[config.mk]
export PLATFORM = sky130hd
export DESIGN_NAME = cu_power_sequencer
export DESIGN_NICKNAME = d
export VERILOG_FILES = /design/src/rtl/cu_power_sequencer.sv
export SDC_FILE = /design/constraint.sdc
export NUM_CORES = 1
export LEC_CHECK = 0
export ABC_CLOCK_PERIOD_IN_PS = 2400
export CELL_PAD_IN_SITES_DETAIL_PLACEMENT = 1
export CELL_PAD_IN_SITES_GLOBAL_PLACEMENT = 2
export CORE_ASPECT_RATIO = 2
export CORE_MARGIN = 4
export CORE_UTILIZATION = 34
export CTS_CLUSTER_DIAMETER = 50
export DETAILED_ROUTE_END_ITERATION = 8
export GPL_ROUTABILITY_DRIVEN = 0
export HOLD_SLACK_MARGIN = 0.05
export PLACE_DENSITY_LB_ADDON = 0.1
export SLEW_MARGIN = 20
export SYNTH_ARGS = -nofsm -noshare
export SYNTH_HDL_FRONTEND = slang
export SYNTH_SLANG_ARGS = --single-unit
[constraint.sdc]
create_clock -name clk_i -period 2.4 [get_ports clk_i]
set_input_delay 0.48 -clock clk_i [delete_from_list [all_inputs] [get_ports clk_i]]
set_output_delay 0.48 -clock clk_i [all_outputs]
set_load 0.05 [all_outputs]
[src/rtl/cu_power_sequencer.sv]
// Clock-enable / reset sequencer for NUM_CUS compute units plus the shared L2.
// Latency: start to CU reset release is RST_CYCLES+1 with L2 on, 2*RST_CYCLES+2 from L2 off; outputs registered.
// No backpressure: start is a level that is held until the CU leaves OFF/GATED.
module cu_power_sequencer #(
    parameter int NUM_CUS        = 4,
    parameter int RST_CYCLES     = 4,
    parameter int DRAIN_CYCLES   = 8,
    parameter int L2_IDLE_CYCLES = 16
) (
    input  logic                   clk_i,
    input  logic                   rst_ni,
    input  logic [NUM_CUS-1:0]     cu_start_i,
    input  logic [NUM_CUS-1:0]     cu_off_i,
    input  logic [NUM_CUS-1:0]     cu_sleep_req_i,
    input  logic [NUM_CUS-1:0]     cu_delay_sleep_i,
    input  logic                   l2_busy_i,
    output logic [NUM_CUS-1:0]     cu_clk_en_o,
    output logic [NUM_CUS-1:0]     cu_rst_n_o,
    output logic [2*NUM_CUS-1:0]   cu_state_o,
    output logic                   l2_clk_en_o,
    output logic                   l2_rst_n_o,
    output logic                   all_idle_o
);

    typedef enum logic [1:0] {
        L2_OFF   = 2'd0,
        L2_RST   = 2'd1,
        L2_ON    = 2'd2,
        L2_GATED = 2'd3
    } l2_state_t;

    typedef enum logic [2:0] {
        CU_OFF   = 3'd0,
        CU_RST   = 3'd1,
        CU_RUN   = 3'd2,
        CU_DRAIN = 3'd3,
        CU_GATED = 3'd4
    } cu_state_t;

    localparam int L2_MAX = (RST_CYCLES > L2_IDLE_CYCLES) ? RST_CYCLES : L2_IDLE_CYCLES;
    localparam int CU_MAX = (RST_CYCLES > DRAIN_CYCLES) ? RST_CYCLES : DRAIN_CYCLES;
    localparam int L2_CW  = $clog2(L2_MAX + 1);
    localparam int CU_CW  = $clog2(CU_MAX + 1);

    localparam logic [L2_CW-1:0] L2_RST_LAST  = L2_CW'(RST_CYCLES - 1);
    localparam logic [L2_CW-1:0] L2_IDLE_LAST = L2_CW'(L2_IDLE_CYCLES - 1);
    localparam logic [CU_CW-1:0] CU_RST_LAST  = CU_CW'(RST_CYCLES - 1);
    localparam logic [CU_CW-1:0] CU_DRN_LAST  = CU_CW'(DRAIN_CYCLES - 1);

    l2_state_t          l2_state, l2_state_nxt;
    logic [L2_CW-1:0]   l2_cnt, l2_cnt_nxt;
    cu_state_t          cu_state     [NUM_CUS];
    cu_state_t          cu_state_nxt [NUM_CUS];
    logic [CU_CW-1:0]   cu_cnt       [NUM_CUS];
    logic [CU_CW-1:0]   cu_cnt_nxt   [NUM_CUS];

    logic [NUM_CUS-1:0] parked;
    logic [NUM_CUS-1:0] parked_nxt;
    logic               l2_ready;
    logic               any_start;
    logic               l2_idle_cycle;

    function automatic logic [1:0] cu_code(input cu_state_t s);
        logic [1:0] code;
        code = 2'd0;
        case (s)
            CU_OFF:   code = 2'd0;
            CU_RST:   code = 2'd1;
            CU_RUN:   code = 2'd2;
            CU_DRAIN: code = 2'd2;
            CU_GATED: code = 2'd3;
            default:  code = 2'd0;
        endcase
        return code;
    endfunction

    assign l2_ready  = (l2_state == L2_ON);
    assign any_start = |cu_start_i;

    always_comb begin
        parked     = '0;
        parked_nxt = '0;
        for (int i = 0; i < NUM_CUS; i++) begin
            parked[i]     = (cu_state[i] == CU_OFF) || (cu_state[i] == CU_GATED);
            parked_nxt[i] = (cu_state_nxt[i] == CU_OFF) || (cu_state_nxt[i] == CU_GATED);
        end
    end

    // A pending start is never an idle cycle, so the L2 cannot gate on the
    // same edge a CU is let back into RUN.
    assign l2_idle_cycle = (&parked) && !l2_busy_i && !any_start;

    always_comb begin
        l2_state_nxt = l2_state;
        l2_cnt_nxt   = l2_cnt;
        case (l2_state)
            L2_OFF: begin
                if (any_start) begin
                    l2_state_nxt = L2_RST;
                    l2_cnt_nxt   = '0;
                end
            end
            L2_RST: begin
                if (l2_cnt == L2_RST_LAST) begin
                    l2_state_nxt = L2_ON;
                    l2_cnt_nxt   = '0;
                end else begin
                    l2_cnt_nxt = l2_cnt + 1'b1;
                end
            end
            L2_ON: begin
                if (!l2_idle_cycle) begin
                    l2_cnt_nxt = '0;
                end else if (l2_cnt >= L2_IDLE_LAST) begin
                    l2_state_nxt = L2_GATED;
                    l2_cnt_nxt   = '0;
                end else begin
                    l2_cnt_nxt = l2_cnt + 1'b1;
                end
            end
            L2_GATED: begin
                if (any_start) begin
                    l2_state_nxt = L2_ON;
                    l2_cnt_nxt   = '0;
                end
            end
            default: begin
                l2_state_nxt = L2_OFF;
                l2_cnt_nxt   = '0;
            end
        endcase
    end

    always_comb begin
        for (int i = 0; i < NUM_CUS; i++) begin
            cu_state_nxt[i] = cu_state[i];
            cu_cnt_nxt[i]   = cu_cnt[i];
            case (cu_state[i])
                CU_OFF: begin
                    if (cu_start_i[i] && l2_ready) begin
                        cu_state_nxt[i] = CU_RST;
                        cu_cnt_nxt[i]   = '0;
                    end
                end
                CU_RST: begin
                    if (cu_cnt[i] == CU_RST_LAST) begin
                        cu_state_nxt[i] = CU_RUN;
                        cu_cnt_nxt[i]   = '0;
                    end else begin
                        cu_cnt_nxt[i] = cu_cnt[i] + 1'b1;
                    end
                end
                CU_RUN: begin
                    if (cu_sleep_req_i[i]) begin
                        cu_state_nxt[i] = CU_DRAIN;
                        cu_cnt_nxt[i]   = '0;
                    end
                end
                CU_DRAIN: begin
                    // Abort beats gating; an outstanding L2 request restarts the window.
                    if (cu_start_i[i] || !cu_sleep_req_i[i]) begin
                        cu_state_nxt[i] = CU_RUN;
                        cu_cnt_nxt[i]   = '0;
                    end else if (cu_delay_sleep_i[i]) begin
                        cu_cnt_nxt[i] = '0;
                    end else if (cu_cnt[i] >= CU_DRN_LAST) begin
                        cu_state_nxt[i] = CU_GATED;
                        cu_cnt_nxt[i]   = '0;
                    end else begin
                        cu_cnt_nxt[i] = cu_cnt[i] + 1'b1;
                    end
                end
                CU_GATED: begin
                    // A start that is still waiting for the L2 also blocks an off request.
                    if (cu_start_i[i]) begin
                        if (l2_ready) begin
                            cu_state_nxt[i] = CU_RUN;
                        end
                    end else if (cu_off_i[i]) begin
                        cu_state_nxt[i] = CU_OFF;
                    end
                end
                default: begin
                    cu_state_nxt[i] = CU_OFF;
                    cu_cnt_nxt[i]   = '0;
                end
            endcase
        end
    end

    always_ff @(posedge clk_i or negedge rst_ni) begin
        if (!rst_ni) begin
            l2_state <= L2_OFF;
            l2_cnt   <= '0;
            for (int i = 0; i < NUM_CUS; i++) begin
                cu_state[i] <= CU_OFF;
                cu_cnt[i]   <= '0;
            end
        end else begin
            l2_state <= l2_state_nxt;
            l2_cnt   <= l2_cnt_nxt;
            for (int i = 0; i < NUM_CUS; i++) begin
                cu_state[i] <= cu_state_nxt[i];
                cu_cnt[i]   <= cu_cnt_nxt[i];
            end
        end
    end

    // Outputs are decoded from next state so they line up with the state register.
    always_ff @(posedge clk_i or negedge rst_ni) begin
        if (!rst_ni) begin
            cu_clk_en_o <= '0;
            cu_rst_n_o  <= '0;
            cu_state_o  <= '0;
            l2_clk_en_o <= 1'b0;
            l2_rst_n_o  <= 1'b0;
            all_idle_o  <= 1'b1;
        end else begin
            for (int i = 0; i < NUM_CUS; i++) begin
                cu_clk_en_o[i]     <= (cu_state_nxt[i] == CU_RST) ||
                                      (cu_state_nxt[i] == CU_RUN) ||
                                      (cu_state_nxt[i] == CU_DRAIN);
                cu_rst_n_o[i]      <= (cu_state_nxt[i] == CU_RUN) ||
                                      (cu_state_nxt[i] == CU_DRAIN) ||
                                      (cu_state_nxt[i] == CU_GATED);
                cu_state_o[2*i +: 2] <= cu_code(cu_state_nxt[i]);
            end
            l2_clk_en_o <= (l2_state_nxt == L2_RST) || (l2_state_nxt == L2_ON);
            l2_rst_n_o  <= (l2_state_nxt == L2_ON) || (l2_state_nxt == L2_GATED);
            all_idle_o  <= (&parked_nxt) &&
                           ((l2_state_nxt == L2_OFF) || (l2_state_nxt == L2_GATED));
        end
    end

endmodule
-- After elaboration in Yosys (flattened, before gate mapping)
Index checks and enable logic that the tools add are counted.
- input bits: 19
- flip-flop bits (word level): 54
- logic and storage cells: 231
- bitwise operators: 4
- $lt $le $gt $ge: 5
- multiplexer cells: 83
- add/sub/neg operators: 5
- equal/unequal tests: 52
- reductions and logical operators: 66
- operators by type and width (cell ; number):
    $mux W3 ; 36
    $mux W4 ; 24
    $pmux W4 S5 ; 4
    $pmux W3 S5 ; 4
    $eq A3 B2 Y1 const B ; 16
    $logic_or A1 B1 Y1 ; 31
    $eq A3 B1 Y1 const B ; 8
    $eq A3 B3 Y1 const B ; 8
    $logic_not A3 Y1 ; 8
    $pmux W2 S3 ; 4
    $mux W5 ; 4
    $add A4 B1 Y4 const B ; 4
    $eq A4 B2 Y1 const B ; 4
    $ge A4 B3 Y1 const B ; 4
    $pmux W5 S3 ; 1
    $reduce_and A3 Y1 ; 4
    $mux W2 ; 5
    $ne A2 B1 Y1 const B ; 5
    $reduce_or A2 Y1 ; 5
    $eq A2 B2 Y1 const B ; 4
    $ne A2 B2 Y1 const B ; 4
    $pmux W2 S4 ; 1
    $reduce_and A4 Y1 ; 2
    $logic_and A1 B1 Y1 ; 7
    other kinds (8) ; 18

-- Depth between registers and ports, before layout
Gate-level depths: netlist of the first run.
- word-level depth: 10
- mapped depth: 8

-- Worst setup path before layout of the first run
No wires, ideal clock.
- kind: register to register
- start point: reg l2_rst_n_o (netlist name)
- end point: reg l2_cnt[2]
- stages on the path, launching flop included: 7
- arrival: 2.011 ns
- path buffers: 0
- library setup time: 0.063 ns
- slack: 0.327 ns
- clock period less this slack: 2.073 ns
- cells stage by stage: dfrtp_1 > ha_1 > nor4b_1 > nand4_1 > o31a_1 > nor4b_1 > a21o_2
- RTL lines (element ; RTL line ; text):
    end signal, assigned ; 201 ; l2_cnt <= l2_cnt_nxt;
    end, declared ; 51 ; logic [L2_CW-1:0] l2_cnt, l2_cnt_nxt;

==> results of run 1 <==
## cell usage after synthesis (all sizes together), types with 3 or more instances
cell    count  area [um2]
or2         5        31.3
a22o        4        35.0
inv        16        60.1
mux2i       5        50.1
nor4        7        50.1
nand3      11        55.1
o31ai       5        37.5
nor2b       3        18.8
o21ai      28         144
buf         6        46.3
nor3        6        30.0
a21o        7        55.1
nor2       29         109
nand2b      8        50.1
nand4       5        31.3
nand3b      4        30.0
a21oi      13        65.1
clkbuf      8        40.0
ha         10         125
nand2      29         109
dfrtp      48        1200
## worst register-to-register path, stage by stage (launching register included)
cell and delay (ns):
dfrtp_1 0.43, inv_1 0.12, ha_1 0.25, buf_4 0.16, and2_1 0.15, mux2i_1 0.14
o311ai_0 0.19, or2_2 0.37, nor4_2 0.28
## cell type report
type                       instances  share of cell area
inverter                          16              0.0170
tap                               98              0.0348
clock buffer                       6              0.0365
sequential                        49               0.348
timing repair buffer              54               0.143
multi-input combinational        226               0.416
clock inverter                     2             0.00426
## state kept, by name (all words and copies together) (netlist names)
| signal | flops |
|---|---|
| cu_state_o | 5 |
| cu_clk_en_o | 4 |
| l2_rst_n_o | 1 |
| cu_state | 12 |
| l2_state | 1 |
| l2_cnt | 5 |
| cu_cnt | 16 |
| cu_rst_n_o | 3 |
| l2_clk_en_o | 1 |
| all_idle_o | 1 |
## how the worst min path moves through the flow
stage                               endpoint  cells after the start
finish                 cu_cnt[5]$_DFFE_PN0P_                      1
global route         cu_state_o[0]$_DFF_PN0_                      1
CTS                   cu_cnt[13]$_DFFE_PN0P_                      1
detailed placement     cu_cnt[1]$_DFFE_PN0P_                      2
global placement       cu_cnt[9]$_DFFE_PN0P_                      2
floorplan           cu_clk_en_o[0]$_DFF_PN0_                      0
## layer usage
layer	vias up	routed length [um]
met2	36	4410
met4	0	187
met5	-	0
li1	1187	-
met1	1211	2790
met3	12	213
## layout by cell type, fill, tap and decap left out, types with 3 or more instances in the layout
cell             Yosys  final
nand2b_1             8      8
nor2_1              29     29
a21oi_1             13     13
clkbuf_16            0      5
buf_4                4     16
o31ai_1              5      5
clkdlybuf4s50_1      0     36
nand4_1              5      5
nand2_1             29     29
inv_1               16     16
mux2i_1              5      5
a22o_1               4      4
o21ai_0             27     27
nand3_1             11     11
dfrtp_1             48     48
nand3b_1             4      4
a21o_1               5      5
nor3_1               6      6
nor2b_1              3      3
nor4_1               6      6
ha_1                10     10
or2_2                5      5
## stage by stage
step / hold slack (ns) / cells / cell area (um2)
5_1_grt: 0.228 / 451 / 3530
2_1_floorplan: 0.184 / 305 / 2840
3_5_place_dp: 0.506 / 443 / 3380
4_1_cts: 0.208 / 451 / 3530
3_3_place_gp: 0.491 / 443 / 3380
6_report: 0.189 / 451 / 3530
## where the power goes
group          leakage [nW]  internal, W  switching [W]
logic                 0.875     0.000527       0.000849
clock network        0.0631     0.000387       0.000322
registers             0.620     0.000998       0.000173
## cells by family after synthesis
family                   count (synthesis)  synth area share
buffers and inverters                   30            0.0515
AND/OR/NAND/NOR                        127             0.244
XOR/XNOR                                 2           0.00617
multiplexers                             7            0.0255
AO/OA/AOI/OAI                           80             0.197
flip-flops                              49             0.432
adder cells (fa/ha/maj)                 10            0.0440
==> results.toml, run 1 <==
[outcome]
outcome = "complete, no violations"

[clocking]
cts_resized = 0
cts_tree = "done"
cts_buffers = 5
cts_num_sinks = 49
ctsRootBufferMaster = "clkbuf_16"
h-tree-depth = 2
clk_path_buf_depth = 2
clk_pin_slew_ns = 0.07
insertion_delay_ns = 0.30
postCtsSetupBuffers = 0
hold_buffers = 0

[die]
die_x_um = 72.6
core.rowCount = 47
ios = 38
core_um2 = 8230
fp.dieArea_um2 = 9970
fp.dieH_um = 137
start_util = 0.345

[synthesis]
ys_seq_area_frac = 0.432
synth_edf_count = 0
yosys.cell_types.count = 63
ys_async_sr_fraction = 1.00
syn-cell-area_um2 = 2840
syn_avg_cell_area_um2 = 9.32
postSynthCellCount = 305
synthFlopType = "dfrtp_1"
ys_ff_latch = 49
yosysWarnings = 0
synth_nets = 334

[global_routing]
grt.busiest_layer = "met2"
globalRoute.totalOverflow = 0
use_met1 = 0.159
met3_usage = 0.0197
antenna_found_initial = 0
grt_max_degree = 28
track_usage = 0.162
grt_pass1_vias = 2618
grt_pass1_wl_mm = 12.5
met2_usage = 0.325

[power]
report.power.total_w = 0.00326
peakVddDrop_mv = 0.319
powerDensity_nw_per_um2 = 923
leakage_nw = 1.56

[setup_path]
path_buf_inv = 2
critPathCaptureType = "flop"
rr_startpoint = "l2_state[0]$_DFF_PN0_"
path_delay_family = "simple AND/OR/NAND/NOR gates"
crit_path_max_fanout = 5
max_stage_delay_ns = 0.43
crit_path_end = "all_idle_o$_DFF_PN1_"
crit_start = "l2_state[0]$_DFF_PN0_"
cp.required_ns = 2.61
ff2ff_setup_slack_ns = 0.22
worstSetupPathType = "reg2reg"
cp.arrival_ns = 2.39
rr_worst_depth = 8
worstPathCellList = "inv_1, ha_1, buf_4, and2_1, mux2i_1, o311ai_0, or2_2, nor4_2"
cpMaxStageDelayCell = "dfrtp_1"
path_depth = 8
crit_path_start_kind = "flop"
timing.rr.end = "all_idle_o$_DFF_PN1_"

[final_layout]
fin_util = 0.428
syn2layout_area_growth_pct = 24.1
ff_latch_area_um2 = 1230
fin_nets = 381
layout-drive-gt1-share = 0.139
fill_cells = 972
multi_input_area_um2 = 1470
antennaDiodeCount = 0

[timing]
clock_skew_ns = 0.0104
layout_min_cycle_time_ns = 2.18
worstMarginPinSlew_ns = 0.607
rsz0062_at_grt = "no"
hold_violations = 0
clock.fmax_mhz = 458
max_slew_margin = 0.595
final.period_utilization = 0.910
postLayoutSetupSlackWorst_ns = 0.217
drv_slew = 0
finalSetupTns_ns = 0
final-setup-viol-count = 0

[place]
place_hpwl_mm = 6.05
pre_cts_slack_ns = -0.0249
io_buffer_count = 37

[routing]
drtIter0Drc = 35
drc_errors = 0
viasPerCell = 5.42
avgRoutedWirePerCell_um = 16.9
via_count = 2446
first_pass_iters = 4
drt-total-wl_mm = 7.60
antenna_left = 0

[job]
drv_cap = 0

[hold_path]
hp-class = "in2async"
Power figures use the tool's default switching activity.
==> run 2: changes to the inputs <==
--- a/config.mk
+++ b/config.mk
@@ -5,7 +5,7 @@
 export SDC_FILE = /design/constraint.sdc
 export NUM_CORES = 1
 export LEC_CHECK = 0
-export ABC_CLOCK_PERIOD_IN_PS = 2400
+export ABC_CLOCK_PERIOD_IN_PS = 2500
 export CELL_PAD_IN_SITES_DETAIL_PLACEMENT = 1
 export CELL_PAD_IN_SITES_GLOBAL_PLACEMENT = 2
 export CORE_ASPECT_RATIO = 2
@@ -15,6 +15,7 @@
 export DETAILED_ROUTE_END_ITERATION = 8
 export GPL_ROUTABILITY_DRIVEN = 0
 export HOLD_SLACK_MARGIN = 0.05
+export MAX_ROUTING_LAYER = met4
 export PLACE_DENSITY_LB_ADDON = 0.1
 export SLEW_MARGIN = 20
 export SYNTH_ARGS = -nofsm -noshare
==> constraint.sdc (replaced) <==
create_clock -name clk_i -period 2.5 [get_ports clk_i]
set_input_delay 0.5 -clock clk_i [delete_from_list [all_inputs] [get_ports clk_i]]
set_output_delay 0.5 -clock clk_i [all_outputs]
set_load 0.05 [all_outputs]
==> run 2 against run 1 <==
Cell count decreased by 0.89%. Critical path depth shrank 1. Register-to-register slack improved by 0.02 ns. Count of clock-buffer cells in the layout is the same. Clock skew fell by 0.0053 ns. Largest cell class unchanged. Largest power group unchanged.
==> results.toml, run 2 (synthesis gave the netlist of run 1 again) <==
[timing]
layout_min_cycle_time_ns = 2.26
max_slew_margin = 0.617
hold_violations = 0
final.period_utilization = 0.905
clock.fmax_mhz = 442
worstMarginPinSlew_ns = 0.567
finalSetupTns_ns = 0
drv_slew = 0
final-setup-viol-count = 0
clock_skew_ns = 0.00510
rsz0062_at_grt = "no"

[setup_path]
worstSetupPathType = "reg2reg"
crit_path_start_kind = "flop"
crit_path_max_fanout = 7
critPathCaptureType = "flop"
cp.required_ns = 2.74
cp.arrival_ns = 2.50

[clocking]
ctsRootBufferMaster = "clkbuf_16"
cts_resized = 0
h-tree-depth = 2
clk_path_buf_depth = 2
hold_buffers = 0
postCtsSetupBuffers = 0
insertion_delay_ns = 0.30
clk_pin_slew_ns = 0.07
cts_num_sinks = 49
cts_buffers = 5
cts_tree = "done"

[final_layout]
fin_nets = 377
syn2layout_area_growth_pct = 23.0
layout-drive-gt1-share = 0.129
top_register = "cu_cnt"
fin_util = 0.425
largest_reg_flops = 16
fill_cells = 965
final_common_cell = "dfrtp_1"
top_regs = "cu_cnt x16, cu_state x12"
stdcell_area_um2 = 3500
antennaDiodeCount = 0
final_cell_mix = "dfrtp_1, clkdlybuf4s50_1, nor2_1, nand2_1, o21ai_0"

[routing]
antenna_left = 0
drtIter0Drc = 69
avgRoutedWirePerCell_um = 16.6
drc_errors = 0
first_pass_iters = 4
via_count = 2430
drt-total-wl_mm = 7.40
viasPerCell = 5.44

[die]
ios = 38
fp.dieArea_um2 = 9970
fp.dieH_um = 137
core.rowCount = 47
start_util = 0.345
die_x_um = 72.6
core_um2 = 8230

[global_routing]
antenna_found_initial = 0
track_usage = 0.165
grt_max_degree = 28
globalRoute.totalOverflow = 0
grt_pass1_wl_mm = 12.5
grt_pass1_vias = 2584

[place]
place_hpwl_mm = 5.93
place_area_um2 = 3350
io_buffer_count = 37

[power]
peakVddDrop_mv = 0.313
powerDensity_nw_per_um2 = 885
leakage_nw = 1.55
report.power.total_w = 0.00309

[hold_path]
hp-class = "in2async"

[job]
drv_cap = 0

[outcome]
outcome = "complete, no violations"
run 2: changes by cell type in the layout (fill, tap and decap cells not counted):
cell and delta:
inv_6 +1, buf_4 -4, clkinv_2 +1, clkinvlp_4 -2
run 2: routing by layer:
layer,global-route usage,wire length (um)
met5,-,0
met4,0.0575,137
met3,0.0241,199
met2,0.311,4300
met1,0.168,2770
run 2: cell type report:
class                      instances  area (um2)  area share
multi-input combinational        226        1470       0.420
sequential                        49        1230       0.351
timing repair buffer              50         475       0.136
clock buffer                       6         129      0.0369
tap                               98         123      0.0351
inverter                          16        60.1      0.0172
clock inverter                     2        13.8     0.00394
run 2: power by group:
part	switching (W)	leakage (nW)	internal [W]	total [W]
clock	0.000316	0.0712	0.000374	0.000690
sequential	0.000186	0.620	0.000958	0.00114
combinational	0.000785	0.855	0.000476	0.00126
run 2: worst max-delay path, cell delays in order, from the launching register on:
cell and delay [ns]:
dfrtp_1 0.44, inv_1 0.15, ha_1 0.31, nor4b_1 0.27, nand4_1 0.18, o31a_1 0.39
nor4b_1 0.33, a21o_2 0.14
run 2: final timing paths:
| kind | startpoint | endpoint | slack [ns] | cells past startpoint |
|---|---|---|---|---|
| setup / recovery | l2_state[0]$_DFF_PN0_ | l2_cnt[2]$_DFFE_PN0P_ | 0.24 | 7 |
| hold / removal | rst_ni | cu_cnt[12]$_DFFE_PN0P_ | 0.19 | 1 |
| setup reg to reg | l2_state[0]$_DFF_PN0_ | l2_cnt[2]$_DFFE_PN0P_ | 0.24 | 7 |
| hold reg to reg | cu_cnt[9]$_DFFE_PN0P_ | cu_cnt[9]$_DFFE_PN0P_ | 0.52 | 2 |
| max in group asynchronous | rst_ni | all_idle_o$_DFF_PN1_ | 1.69 | 2 |
| min in group clk_i | cu_cnt[9]$_DFFE_PN0P_ | cu_cnt[9]$_DFFE_PN0P_ | 0.52 | 2 |
run 2: per-stage QoR:
step           setup WS [ns]  cells  hold WS [ns]
4_1_cts                0.210    447         0.211
5_1_grt               0.0215    447         0.228
2_1_floorplan          0.427    305         0.204
6_report               0.239    447         0.193
3_3_place_gp          0.0966    439         0.488
3_5_place_dp          0.0214    439         0.509
